$ cat src/rtl/id_stage_pipelined_if.sv
// Bus between the IF/ID register, the decode stage and its consumers.
// The master drives decode inputs; the slave (decode stage) drives the ID/EXE fields.
interface id_stage_pipelined_if #(
  parameter int DATA_W  = 32,
  parameter int RADDR_W = 4,
  parameter int CNT_W   = 16
);
  logic [31:0]        instruction_in;
  logic [DATA_W-1:0]  pc_in;
  logic               valid_in;
  logic               freeze;
  logic               flush;
  logic               hazard;
  logic               status_n;
  logic               status_z;
  logic               status_c;
  logic               status_v;
  logic               wb_en_wb;
  logic [RADDR_W-1:0] dest_wb;
  logic [DATA_W-1:0]  result_wb;

  logic [RADDR_W-1:0] src1;
  logic [RADDR_W-1:0] src2;
  logic               two_src;
  logic               valid_out;
  logic               wb_en;
  logic               mem_r_en;
  logic               mem_w_en;
  logic               b;
  logic               s;
  logic [3:0]         exe_cmd;
  logic [DATA_W-1:0]  val_rn;
  logic [DATA_W-1:0]  val_rm;
  logic               imm;
  logic [11:0]        shift_operand;
  logic [23:0]        signed_imm_24;
  logic [RADDR_W-1:0] dest;
  logic [DATA_W-1:0]  pc_out;
  logic [CNT_W-1:0]   bubble_cnt;

  modport master (
    output instruction_in, pc_in, valid_in, freeze, flush, hazard,
           status_n, status_z, status_c, status_v, wb_en_wb, dest_wb, result_wb,
    input  src1, src2, two_src, valid_out, wb_en, mem_r_en, mem_w_en, b, s,
           exe_cmd, val_rn, val_rm, imm, shift_operand, signed_imm_24, dest,
           pc_out, bubble_cnt
  );

  modport slave (
    input  instruction_in, pc_in, valid_in, freeze, flush, hazard,
           status_n, status_z, status_c, status_v, wb_en_wb, dest_wb, result_wb,
    output src1, src2, two_src, valid_out, wb_en, mem_r_en, mem_w_en, b, s,
           exe_cmd, val_rn, val_rm, imm, shift_operand, signed_imm_24, dest,
           pc_out, bubble_cnt
  );
endinterface

$ cat src/rtl/id_stage_pipelined.sv
// ARM decode stage: control decode, condition check, register file with
// write-through bypass, and the ID/EXE register with freeze, flush and bubbles.
module id_stage_pipelined #(
  parameter int DATA_W  = 32,
  parameter int RADDR_W = 4,
  parameter int CNT_W   = 16
) (
  input logic                 clk,
  input logic                 rst,
  id_stage_pipelined_if.slave bus
);
  localparam int NREG = 2 ** RADDR_W;
  localparam logic [RADDR_W-1:0] PC_IDX  = {RADDR_W{1'b1}};
  localparam logic [CNT_W-1:0]   CNT_MAX = {CNT_W{1'b1}};

  function automatic logic cond_pass(input logic [3:0] cond, input logic n,
                                     input logic z, input logic c, input logic v);
    logic pass;
    case (cond)
      4'h0:    pass = z;
      4'h1:    pass = ~z;
      4'h2:    pass = c;
      4'h3:    pass = ~c;
      4'h4:    pass = n;
      4'h5:    pass = ~n;
      4'h6:    pass = v;
      4'h7:    pass = ~v;
      4'h8:    pass = c & ~z;
      4'h9:    pass = ~c | z;
      4'ha:    pass = (n == v);
      4'hb:    pass = (n != v);
      4'hc:    pass = ~z & (n == v);
      4'hd:    pass = z | (n != v);
      4'he:    pass = 1'b1;
      default: pass = 1'b0;
    endcase
    return pass;
  endfunction

  logic [31:0]       ins_s;
  logic [3:0]        opcode_s;
  logic [1:0]        mode_s;
  logic              s_bit_s;
  logic [3:0]        exe_cmd_s;
  logic              wb_en_s, mem_r_en_s, mem_w_en_s, b_s, s_s;
  logic              cond_ok_s;
  logic [RADDR_W-1:0] src1_s, src2_s;
  logic [DATA_W-1:0] val_rn_s, val_rm_s;

  logic [DATA_W-1:0] rf_r [NREG];

  // ctrl_r packs {exe_cmd, wb_en, mem_r_en, mem_w_en, b, s}
  logic [8:0]         ctrl_r;
  logic               valid_out_r;
  logic [DATA_W-1:0]  val_rn_r, val_rm_r, pc_out_r;
  logic               imm_r;
  logic [11:0]        shift_operand_r;
  logic [23:0]        signed_imm_24_r;
  logic [RADDR_W-1:0] dest_r;
  logic [CNT_W-1:0]   bubble_cnt_r;

  assign ins_s     = bus.instruction_in;
  assign opcode_s  = ins_s[24:21];
  assign mode_s    = ins_s[27:26];
  assign s_bit_s   = ins_s[20];
  assign cond_ok_s = cond_pass(ins_s[31:28], bus.status_n, bus.status_z,
                               bus.status_c, bus.status_v);

  // Control-unit mapping from mode/opcode/S to EXE command and enables
  always_comb begin
    exe_cmd_s  = 4'b0000;
    wb_en_s    = 1'b0;
    mem_r_en_s = 1'b0;
    mem_w_en_s = 1'b0;
    b_s        = 1'b0;
    s_s        = 1'b0;
    case (mode_s)
      2'b00: begin
        s_s = s_bit_s;
        case (opcode_s)
          4'b1101: begin exe_cmd_s = 4'b0001; wb_en_s = 1'b1; end
          4'b1111: begin exe_cmd_s = 4'b1001; wb_en_s = 1'b1; end
          4'b0100: begin exe_cmd_s = 4'b0010; wb_en_s = 1'b1; end
          4'b0101: begin exe_cmd_s = 4'b0011; wb_en_s = 1'b1; end
          4'b0010: begin exe_cmd_s = 4'b0100; wb_en_s = 1'b1; end
          4'b0110: begin exe_cmd_s = 4'b0101; wb_en_s = 1'b1; end
          4'b0000: begin exe_cmd_s = 4'b0110; wb_en_s = 1'b1; end
          4'b1100: begin exe_cmd_s = 4'b0111; wb_en_s = 1'b1; end
          4'b0001: begin exe_cmd_s = 4'b1000; wb_en_s = 1'b1; end
          4'b1010: begin exe_cmd_s = 4'b0100; end
          4'b1000: begin exe_cmd_s = 4'b0110; end
          default: begin exe_cmd_s = 4'b0000; end
        endcase
      end
      2'b01: begin
        exe_cmd_s = 4'b0010;
        if (s_bit_s) begin
          mem_r_en_s = 1'b1;
          wb_en_s    = 1'b1;
        end else begin
          mem_w_en_s = 1'b1;
        end
      end
      2'b10:   b_s = 1'b1;
      default: b_s = 1'b0;
    endcase
  end

  assign src1_s      = RADDR_W'(ins_s[19:16]);
  assign src2_s      = mem_w_en_s ? RADDR_W'(ins_s[15:12]) : RADDR_W'(ins_s[3:0]);
  assign bus.src1    = src1_s;
  assign bus.src2    = src2_s;
  assign bus.two_src = ~ins_s[25] | mem_w_en_s;

  // Register read: PC alias first, then write-back bypass, then storage
  always_comb begin
    if (src1_s == PC_IDX) begin
      val_rn_s = bus.pc_in + DATA_W'(4);
    end else if (bus.wb_en_wb && (bus.dest_wb == src1_s)) begin
      val_rn_s = bus.result_wb;
    end else begin
      val_rn_s = rf_r[src1_s];
    end
    if (src2_s == PC_IDX) begin
      val_rm_s = bus.pc_in + DATA_W'(4);
    end else if (bus.wb_en_wb && (bus.dest_wb == src2_s)) begin
      val_rm_s = bus.result_wb;
    end else begin
      val_rm_s = rf_r[src2_s];
    end
  end

  // Register-file storage; the PC index is never written
  always_ff @(posedge clk) begin
    if (rst) begin
      for (int i = 0; i < NREG; i++) rf_r[i] <= '0;
    end else if (bus.wb_en_wb && (bus.dest_wb != PC_IDX)) begin
      rf_r[bus.dest_wb] <= bus.result_wb;
    end
  end

  // ID/EXE register: flush beats freeze, freeze beats bubble/annul/capture
  always_ff @(posedge clk) begin
    if (rst) begin
      ctrl_r          <= '0;
      valid_out_r     <= 1'b0;
      val_rn_r        <= '0;
      val_rm_r        <= '0;
      imm_r           <= 1'b0;
      shift_operand_r <= '0;
      signed_imm_24_r <= '0;
      dest_r          <= '0;
      pc_out_r        <= '0;
      bubble_cnt_r    <= '0;
    end else if (bus.flush) begin
      ctrl_r      <= '0;
      valid_out_r <= 1'b0;
    end else if (!bus.freeze) begin
      val_rn_r        <= val_rn_s;
      val_rm_r        <= val_rm_s;
      imm_r           <= ins_s[25];
      shift_operand_r <= ins_s[11:0];
      signed_imm_24_r <= ins_s[23:0];
      dest_r          <= RADDR_W'(ins_s[15:12]);
      pc_out_r        <= bus.pc_in;
      if (bus.hazard || !bus.valid_in) begin
        ctrl_r      <= '0;
        valid_out_r <= 1'b0;
        if (bus.hazard && (bubble_cnt_r != CNT_MAX)) begin
          bubble_cnt_r <= bubble_cnt_r + CNT_W'(1);
        end
      end else begin
        valid_out_r <= 1'b1;
        ctrl_r      <= cond_ok_s ? {exe_cmd_s, wb_en_s, mem_r_en_s, mem_w_en_s, b_s, s_s}
                                 : 9'b0;
      end
    end
  end

  assign bus.exe_cmd       = ctrl_r[8:5];
  assign bus.wb_en         = ctrl_r[4];
  assign bus.mem_r_en      = ctrl_r[3];
  assign bus.mem_w_en      = ctrl_r[2];
  assign bus.b             = ctrl_r[1];
  assign bus.s             = ctrl_r[0];
  assign bus.valid_out     = valid_out_r;
  assign bus.val_rn        = val_rn_r;
  assign bus.val_rm        = val_rm_r;
  assign bus.imm           = imm_r;
  assign bus.shift_operand = shift_operand_r;
  assign bus.signed_imm_24 = signed_imm_24_r;
  assign bus.dest          = dest_r;
  assign bus.pc_out        = pc_out_r;
  assign bus.bubble_cnt    = bubble_cnt_r;
endmodule

$ cat src/flat_wrapper.sv
// flat-port wrapper written by rule: the top's interface ports become plain ports
module id_stage_pipelined_flat 
#(
  parameter int DATA_W  = 32,
  parameter int RADDR_W = 4,
  parameter int CNT_W   = 16
)
  (clk, rst, bus_instruction_in, bus_pc_in, bus_valid_in, bus_freeze, bus_flush, bus_hazard, bus_status_n, bus_status_z, bus_status_c, bus_status_v, bus_wb_en_wb, bus_dest_wb, bus_result_wb, bus_src1, bus_src2, bus_two_src, bus_valid_out, bus_wb_en, bus_mem_r_en, bus_mem_w_en, bus_b, bus_s, bus_exe_cmd, bus_val_rn, bus_val_rm, bus_imm, bus_shift_operand, bus_signed_imm_24, bus_dest, bus_pc_out, bus_bubble_cnt);
  id_stage_pipelined_if #(.DATA_W(DATA_W), .RADDR_W(RADDR_W), .CNT_W(CNT_W)) bus_i ();
  input logic clk;
  input logic rst;
  input wire logic [$bits(bus_i.instruction_in)-1:0] bus_instruction_in;
  input wire logic [$bits(bus_i.pc_in)-1:0] bus_pc_in;
  input wire logic [$bits(bus_i.valid_in)-1:0] bus_valid_in;
  input wire logic [$bits(bus_i.freeze)-1:0] bus_freeze;
  input wire logic [$bits(bus_i.flush)-1:0] bus_flush;
  input wire logic [$bits(bus_i.hazard)-1:0] bus_hazard;
  input wire logic [$bits(bus_i.status_n)-1:0] bus_status_n;
  input wire logic [$bits(bus_i.status_z)-1:0] bus_status_z;
  input wire logic [$bits(bus_i.status_c)-1:0] bus_status_c;
  input wire logic [$bits(bus_i.status_v)-1:0] bus_status_v;
  input wire logic [$bits(bus_i.wb_en_wb)-1:0] bus_wb_en_wb;
  input wire logic [$bits(bus_i.dest_wb)-1:0] bus_dest_wb;
  input wire logic [$bits(bus_i.result_wb)-1:0] bus_result_wb;
  output wire logic [$bits(bus_i.src1)-1:0] bus_src1;
  output wire logic [$bits(bus_i.src2)-1:0] bus_src2;
  output wire logic [$bits(bus_i.two_src)-1:0] bus_two_src;
  output wire logic [$bits(bus_i.valid_out)-1:0] bus_valid_out;
  output wire logic [$bits(bus_i.wb_en)-1:0] bus_wb_en;
  output wire logic [$bits(bus_i.mem_r_en)-1:0] bus_mem_r_en;
  output wire logic [$bits(bus_i.mem_w_en)-1:0] bus_mem_w_en;
  output wire logic [$bits(bus_i.b)-1:0] bus_b;
  output wire logic [$bits(bus_i.s)-1:0] bus_s;
  output wire logic [$bits(bus_i.exe_cmd)-1:0] bus_exe_cmd;
  output wire logic [$bits(bus_i.val_rn)-1:0] bus_val_rn;
  output wire logic [$bits(bus_i.val_rm)-1:0] bus_val_rm;
  output wire logic [$bits(bus_i.imm)-1:0] bus_imm;
  output wire logic [$bits(bus_i.shift_operand)-1:0] bus_shift_operand;
  output wire logic [$bits(bus_i.signed_imm_24)-1:0] bus_signed_imm_24;
  output wire logic [$bits(bus_i.dest)-1:0] bus_dest;
  output wire logic [$bits(bus_i.pc_out)-1:0] bus_pc_out;
  output wire logic [$bits(bus_i.bubble_cnt)-1:0] bus_bubble_cnt;
  assign bus_i.instruction_in = bus_instruction_in;
  assign bus_i.pc_in = bus_pc_in;
  assign bus_i.valid_in = bus_valid_in;
  assign bus_i.freeze = bus_freeze;
  assign bus_i.flush = bus_flush;
  assign bus_i.hazard = bus_hazard;
  assign bus_i.status_n = bus_status_n;
  assign bus_i.status_z = bus_status_z;
  assign bus_i.status_c = bus_status_c;
  assign bus_i.status_v = bus_status_v;
  assign bus_i.wb_en_wb = bus_wb_en_wb;
  assign bus_i.dest_wb = bus_dest_wb;
  assign bus_i.result_wb = bus_result_wb;
  assign bus_src1 = bus_i.src1;
  assign bus_src2 = bus_i.src2;
  assign bus_two_src = bus_i.two_src;
  assign bus_valid_out = bus_i.valid_out;
  assign bus_wb_en = bus_i.wb_en;
  assign bus_mem_r_en = bus_i.mem_r_en;
  assign bus_mem_w_en = bus_i.mem_w_en;
  assign bus_b = bus_i.b;
  assign bus_s = bus_i.s;
  assign bus_exe_cmd = bus_i.exe_cmd;
  assign bus_val_rn = bus_i.val_rn;
  assign bus_val_rm = bus_i.val_rm;
  assign bus_imm = bus_i.imm;
  assign bus_shift_operand = bus_i.shift_operand;
  assign bus_signed_imm_24 = bus_i.signed_imm_24;
  assign bus_dest = bus_i.dest;
  assign bus_pc_out = bus_i.pc_out;
  assign bus_bubble_cnt = bus_i.bubble_cnt;
  id_stage_pipelined #(.DATA_W(DATA_W), .RADDR_W(RADDR_W), .CNT_W(CNT_W)) u_core (.clk(clk), .rst(rst), .bus(bus_i));
endmodule
$ cat config.mk
export PLATFORM = sky130hd
export DESIGN_NAME = id_stage_pipelined_flat
export DESIGN_NICKNAME = d
export VERILOG_FILES = /design/src/rtl/id_stage_pipelined_if.sv /design/src/rtl/id_stage_pipelined.sv /design/src/flat_wrapper.sv
export SDC_FILE = /design/constraint.sdc
export NUM_CORES = 1
export LEC_CHECK = 0
export CAP_MARGIN = 25
export CELL_PAD_IN_SITES_DETAIL_PLACEMENT = 0
export CELL_PAD_IN_SITES_GLOBAL_PLACEMENT = 2
export CORE_MARGIN = 8
export CORE_UTILIZATION = 42
export CTS_CLUSTER_SIZE = 20
export DETAILED_ROUTE_END_ITERATION = 10
export GPL_TIMING_DRIVEN = 0
export PLACE_DENSITY_LB_ADDON = 0.12
export REMOVE_ABC_BUFFERS = 1
export SKIP_LAST_GASP = 1
export SYNTH_ARGS = -nofsm -noshare
export SYNTH_HDL_FRONTEND = slang
export SYNTH_SLANG_ARGS = --single-unit
$ cat constraint.sdc
create_clock -name clk -period 8.21 [get_ports clk]
set_input_delay 2.0525 -clock clk [delete_from_list [all_inputs] [get_ports clk]]
set_output_delay 2.0525 -clock clk [all_outputs]
set_load 0.1 [all_outputs]
Word-level counts from Yosys, hierarchy flattened

Memory sizes are Yosys's and may differ from the RTL's.
Index checks and enable logic that the tools add are counted.
W data, S select, Z words.

Register bits: 163
RAM bits: 512
Bits of input ports: 111
Output and inout port bits: 172
Word-level logic and storage cells: 102
Memories: 1

Memories:

| memory      | words | bits a word | rd ports | clocked after memory_dff | wr ports | RTL line                 | source |
|---|---|---|---|---|---|---|---|
| u_core.rf_r | 16    | 32          | 2        | 0                        | 16       | id_stage_pipelined.sv:50 | `logic [DATA_W-1:0] rf_r [NREG];` |

$add $sub $neg: 2
Equality and inequality tests: 34
Multiplexer cells: 27
Bitwise operators: 12
Reductions and logical operators: 16

Operators with widths:

| operator                | count |
|---|---|
| $mux W32                | 5 |
| $eq A4 B4 Y1 const B    | 14 |
| $pmux W4 S9             | 1 |
| $add A32 B3 Y32 const B | 1 |
| $reduce_or A32 Y1       | 1 |
| $eq A4 B3 Y1 const B    | 7 |
| $mux W9                 | 2 |
| $add A16 B1 Y16 const B | 1 |
| $ne A16 B16 Y1 const B  | 1 |
| $pmux W1 S15            | 1 |
| $mux W1                 | 14 |
| $eq A4 B2 Y1 const B    | 3 |
| $reduce_or A9 Y1        | 1 |
| $eq A4 B1 Y1 const B    | 2 |
| $eq A4 B4 Y1            | 2 |
| $logic_not A4 Y1        | 2 |
| $mux W4                 | 2 |
| $pmux W4 S2             | 1 |
| $not A1 Y1              | 7 |
| $reduce_or A2 Y1        | 3 |
| $logic_and A1 B1 Y1     | 4 |
| $ne A4 B4 Y1 const B    | 1 |
| $reduce_and A4 Y1       | 1 |
| $or A1 B1 Y1            | 3 |
| 10 further kinds        | 11 |

Logic depth before layout (Yosys ltp)

Gate-level depths: netlist (run 1).

Depth after elaboration: 7
Gate-level depth with buffers: 14
Gate-level depth less buffers: 8

Worst setup path before layout (run 1)

Ideal clock, no wire load.

Path type: input to output
Start point: input port bus_instruction_in[27]
End point: output port bus_src2[1]
Arrival: 4173 ps
Data required time: 6157 ps
Path slack: 1984 ps
Cell stages on the path: 7
Path through: buf_2 > nor3b_4 > mux2i_1 > inv_1 > buf_2 > buf_2 > clkbuf_1

Word-level cells in the longest chain between the ends: 3

RTL lines:

| item         | RTL line                  | source |
|---|---|---|
| from (decl)  | flat_wrapper.sv:12        | `input wire logic [$bits(bus_i.instruction_in)-1:0] bus_instruction_in;` |
| $eq A2 B1 Y1 | id_stage_pipelined.sv:77  | `case (mode_s)` |
| $mux W1      | id_stage_pipelined.sv:77  |  |
| $mux W4      | id_stage_pipelined.sv:110 | `assign src2_s = mem_w_en_s ? RADDR_W'(ins_s[15:12]) : RADDR_W'(ins_s[3:0]);` |
| to (decl)    | flat_wrapper.sv:26        | `output wire logic [$bits(bus_i.src2)-1:0] bus_src2;` |

No other way between the ends.

Worst setup path after layout (run 1)

Start point: input port bus_instruction_in[27]
End point: output port bus_src2[3]

The elaborated chain is that of the path after synthesis.

==> results of run 1 <==
==> repair_timing <==
action,CTS,global route
buffers inserted,0,0
gates resized for setup,4,1
setup endpoints to repair,1,1
==> worst max-delay path: stages <==
cell and delay (ns):
clkdlybuf4s50_1 0.57, and4bb_1 0.87, a21oi_4 0.28, buf_16 0.30
buf_12 0.17, inv_8 0.45, buf_16 0.49, clkdlybuf4s15_2 0.65
==> stage by stage <==
step           instances  hold slack (ns)
2_1_floorplan       2956            0.667
3_3_place_gp        4318            0.442
3_5_place_dp        4428            0.446
4_1_cts             4575            0.453
5_1_grt             4579            0.468
6_report            4582            0.452
==> report_power, final <==
group	leakage (nW)	switching, mW	internal, mW
Combinational	8.09	1.07	0.551
Clock	1.21	1.44	1.94
Sequential	6.09	0.108	3.79
Total	15.4	2.61	6.28
==> synth_stat cells (all sizes together) (16+ instances only) <==
cell    count  area [µm²]
nand2     535        2010
edfxtp    512       15400
and2      483        3020
clkbuf    193         724
a21oi     172         876
nand3     152         761
dfxtp     147        2940
mux4      135        3040
buf       119         656
mux2i     119        1190
nor2       96         360
a211oi     88         661
o21ai      44         220
nor2b      30         188
xnor2      29         254
inv        27         101
a31oi      25         156
and3       24         150
nand4      23         144
nor3       20         100
xor2       19         166
a311oi     17         149
a32oi      17         149
a211o      16         140
==> sequential cells by signal (all words and copies together) (netlist names) <==
name,cells
u_core.bus.val_rn,32
u_core.bus.valid_out,1
u_core.rf_r,512
u_core.bus.pc_out,32
u_core.bus.val_rm,32
u_core.ctrl_r,9
u_core.bus.dest,3
u_core.bus.signed_imm_24,21
u_core.bus.bubble_cnt,16
u_core.bus.imm,1
==> worst paths after layout <==
kind / endpoint / startpoint / cells after the start / slack (ns)
max: bus_src2[3] / bus_instruction_in[27] / 8 / 0.09
min: u_core.bus.val_rn[30] / u_core.bus.val_rn[30] / 2 / 0.45
max reg2reg: u_core.bus.bubble_cnt[9] / u_core.bus.bubble_cnt[4] / 7 / 5.57
min reg2reg: u_core.bus.val_rn[30] / u_core.bus.val_rn[30] / 2 / 0.45
==> kinds of logic (layout without fill, tap and decap cells) <==
logic type / Yosys count / in the layout / synth area share, %
AND/OR/NAND/NOR: 1415 / 1415 / 20.3
XOR/XNOR: 48 / 48 / 1.19
buffers and inverters: 340 / 568 / 4.22
AO/OA/AOI/OAI: 516 / 516 / 10.1
flip-flops: 659 / 659 / 52.0
multiplexers: 256 / 256 / 12.1
other: 1 / 38 / 0.0107
adder cells (fa/ha/maj): 2 / 2 / 0.0711
==> metal layers <==
metal / wire length [µm] / GRT usage (%)
met5: 25 / 0
met4: 6520 / 12.7
met1: 55300 / 37.8
met2: 66700 / 48.1
met3: 13400 / 6.08
==> placed cells by master (no fill, tap or decap), drive strengths merged, types with 12 or more instances in the layout <==
master / n
conb: 32
o21ai: 44
clkbuf: 114
a21oi: 172
clkinv: 29
a211o: 16
clkdlybuf4s50: 275
xor2: 19
mux4: 135
buf: 116
a32o: 12
a211oi: 88
nor2: 96
nor2b: 30
a311oi: 17
xnor2: 29
a31oi: 25
a32oi: 17
nor3: 20
dfxtp: 147
inv: 31
nand4: 23
o211ai: 14
nand3: 152
nand2: 535
and2: 483
edfxtp: 512
and3: 24
mux2i: 119
==> layout make-up <==
type                       count  share of cell area, %
timing repair buffer         393                   11.7
sequential                   659                   42.4
inverter                      28                  0.275
multi-input combinational   2269                   36.7
clock inverter                33                  0.374
clock buffer                 114                   5.32
tap                         1080                   3.13
antenna                        6                 0.0348
==> flow_summary_export.csv, run 1 <==
group,metric,value,unit
worst_hold_path,worstHoldPathType,"register to register",
final_layout,seq_area,0.0183,mm²
final_layout,design_area,0.0432,mm²
power_and_ir_drop,peakVddDrop,0.000138,V
timing,setup_violations,0,
synth,synth_seq_area_share,52.0,%
timing,tns,0,ns
worst_setup_path,path_max_fanout,114,
final_layout,syn2layout_area_growth,22.7,%
placement,io_buffer_count,282,
placement,hpwlAfterDp,91700,µm
status,status,"finished clean",
timing,rsz0062_at_grt,"no",
die,die-height,305,µm
routing,wl_per_cell,31.0,µm
power_and_ir_drop,pwr_density_cell,206,mW/mm²
timing,relSlewSlack,28.5,%
flow_run,max_cap_viol_count,0,
global_routing,grtUsageTotal,29.4,%
synth,synth_seq_cells,659,
timing,slew_violations,0,
timing,setup_ws,0.0859,ns
die,design.core.area,0.0833,mm²
placement,gp_congestion,0.829,
die,io_pins,283,
power_and_ir_drop,p_leak,15.4,nW
synth,yosys_warnings,0,
synth,synth-edff-count,512,
die,dieArea,0.0933,mm²
routing,routed_wl,142000,µm
timing,min_period_over_period,99.0,%
synth,synthCells,3237,
routing,remaining_drc_errors,0,
clocking,clock_path_buffers,3,
clocking,cts_hold_buf,0,
final_layout,multiInputGateArea,0.0158,mm²
placement,placed_area,0.0407,mm²
clocking,cts_tree,"yes",
global_routing,grt_pass1_vias,27711,
routing,dr_total_vias,28289,
die,initial_core_util,42.3,%
routing,drt_iter0_markers,3233,
clocking,clock_latency,0.63,ns
timing,max_slew.worst_pin.slew,1.07,ns
routing,via_per_inst,6.17,
clocking,numCtsBuffers,79,
die,rows,106,
die,dieWidth,305,µm
timing,hold_viol,0,
worst_setup_path,required,6.16,ns
timing,skew,0.0171,ns
routing,ant_nets,0,
synth,syn_area,0.0352,mm²
clocking,htreeDepth,3,
final_layout,postLayoutCoreUtil,51.8,%
routing,firstDrtPassIters,6,
worst_setup_path,cp-start-kind,"primary input",
synth,syn_avg_cell_area,10.9,µm²
worst_setup_path,critical_path.endpoint_type,"output port",
final_layout,fillCellCount,7297,
worst_setup_path,critical_path_arrival,6.07,ns
worst_setup_path,worst-setup-path-type,"primary input to output port",
synth,ys.flop_type,"edfxtp_1",
timing,max_freq,123,MHz
synth,ys_async_sr_fraction,0,%
clocking,cts_num_sinks,659,
global_routing,grt_pass1_wl,201000,µm
timing,fin_crit,8.12,ns
clocking,path_clk_slew,0.05,ns
clocking,clockRootBuffer,"clkbuf_16",
placement,dpl_worst_slack,-0.597,ns
synth,synth_cell_types,80,
power_and_ir_drop,finalPower,8.89,mW
final_layout,layout.nets,3543,
global_routing,antenna_found_initial,11,
global_routing,grt_max_degree,115,
global_routing,grt_overflow,0,
final_layout,drive_above_1_share,12.5,%
Power figures use the tool's default switching activity.
==> run 2, diff against run 1 <==
- CTS_CLUSTER_SIZE: 20 -> 24
==> results of run 2 <==
No change in the layout: final DEF, timing and power equal those of run 1.
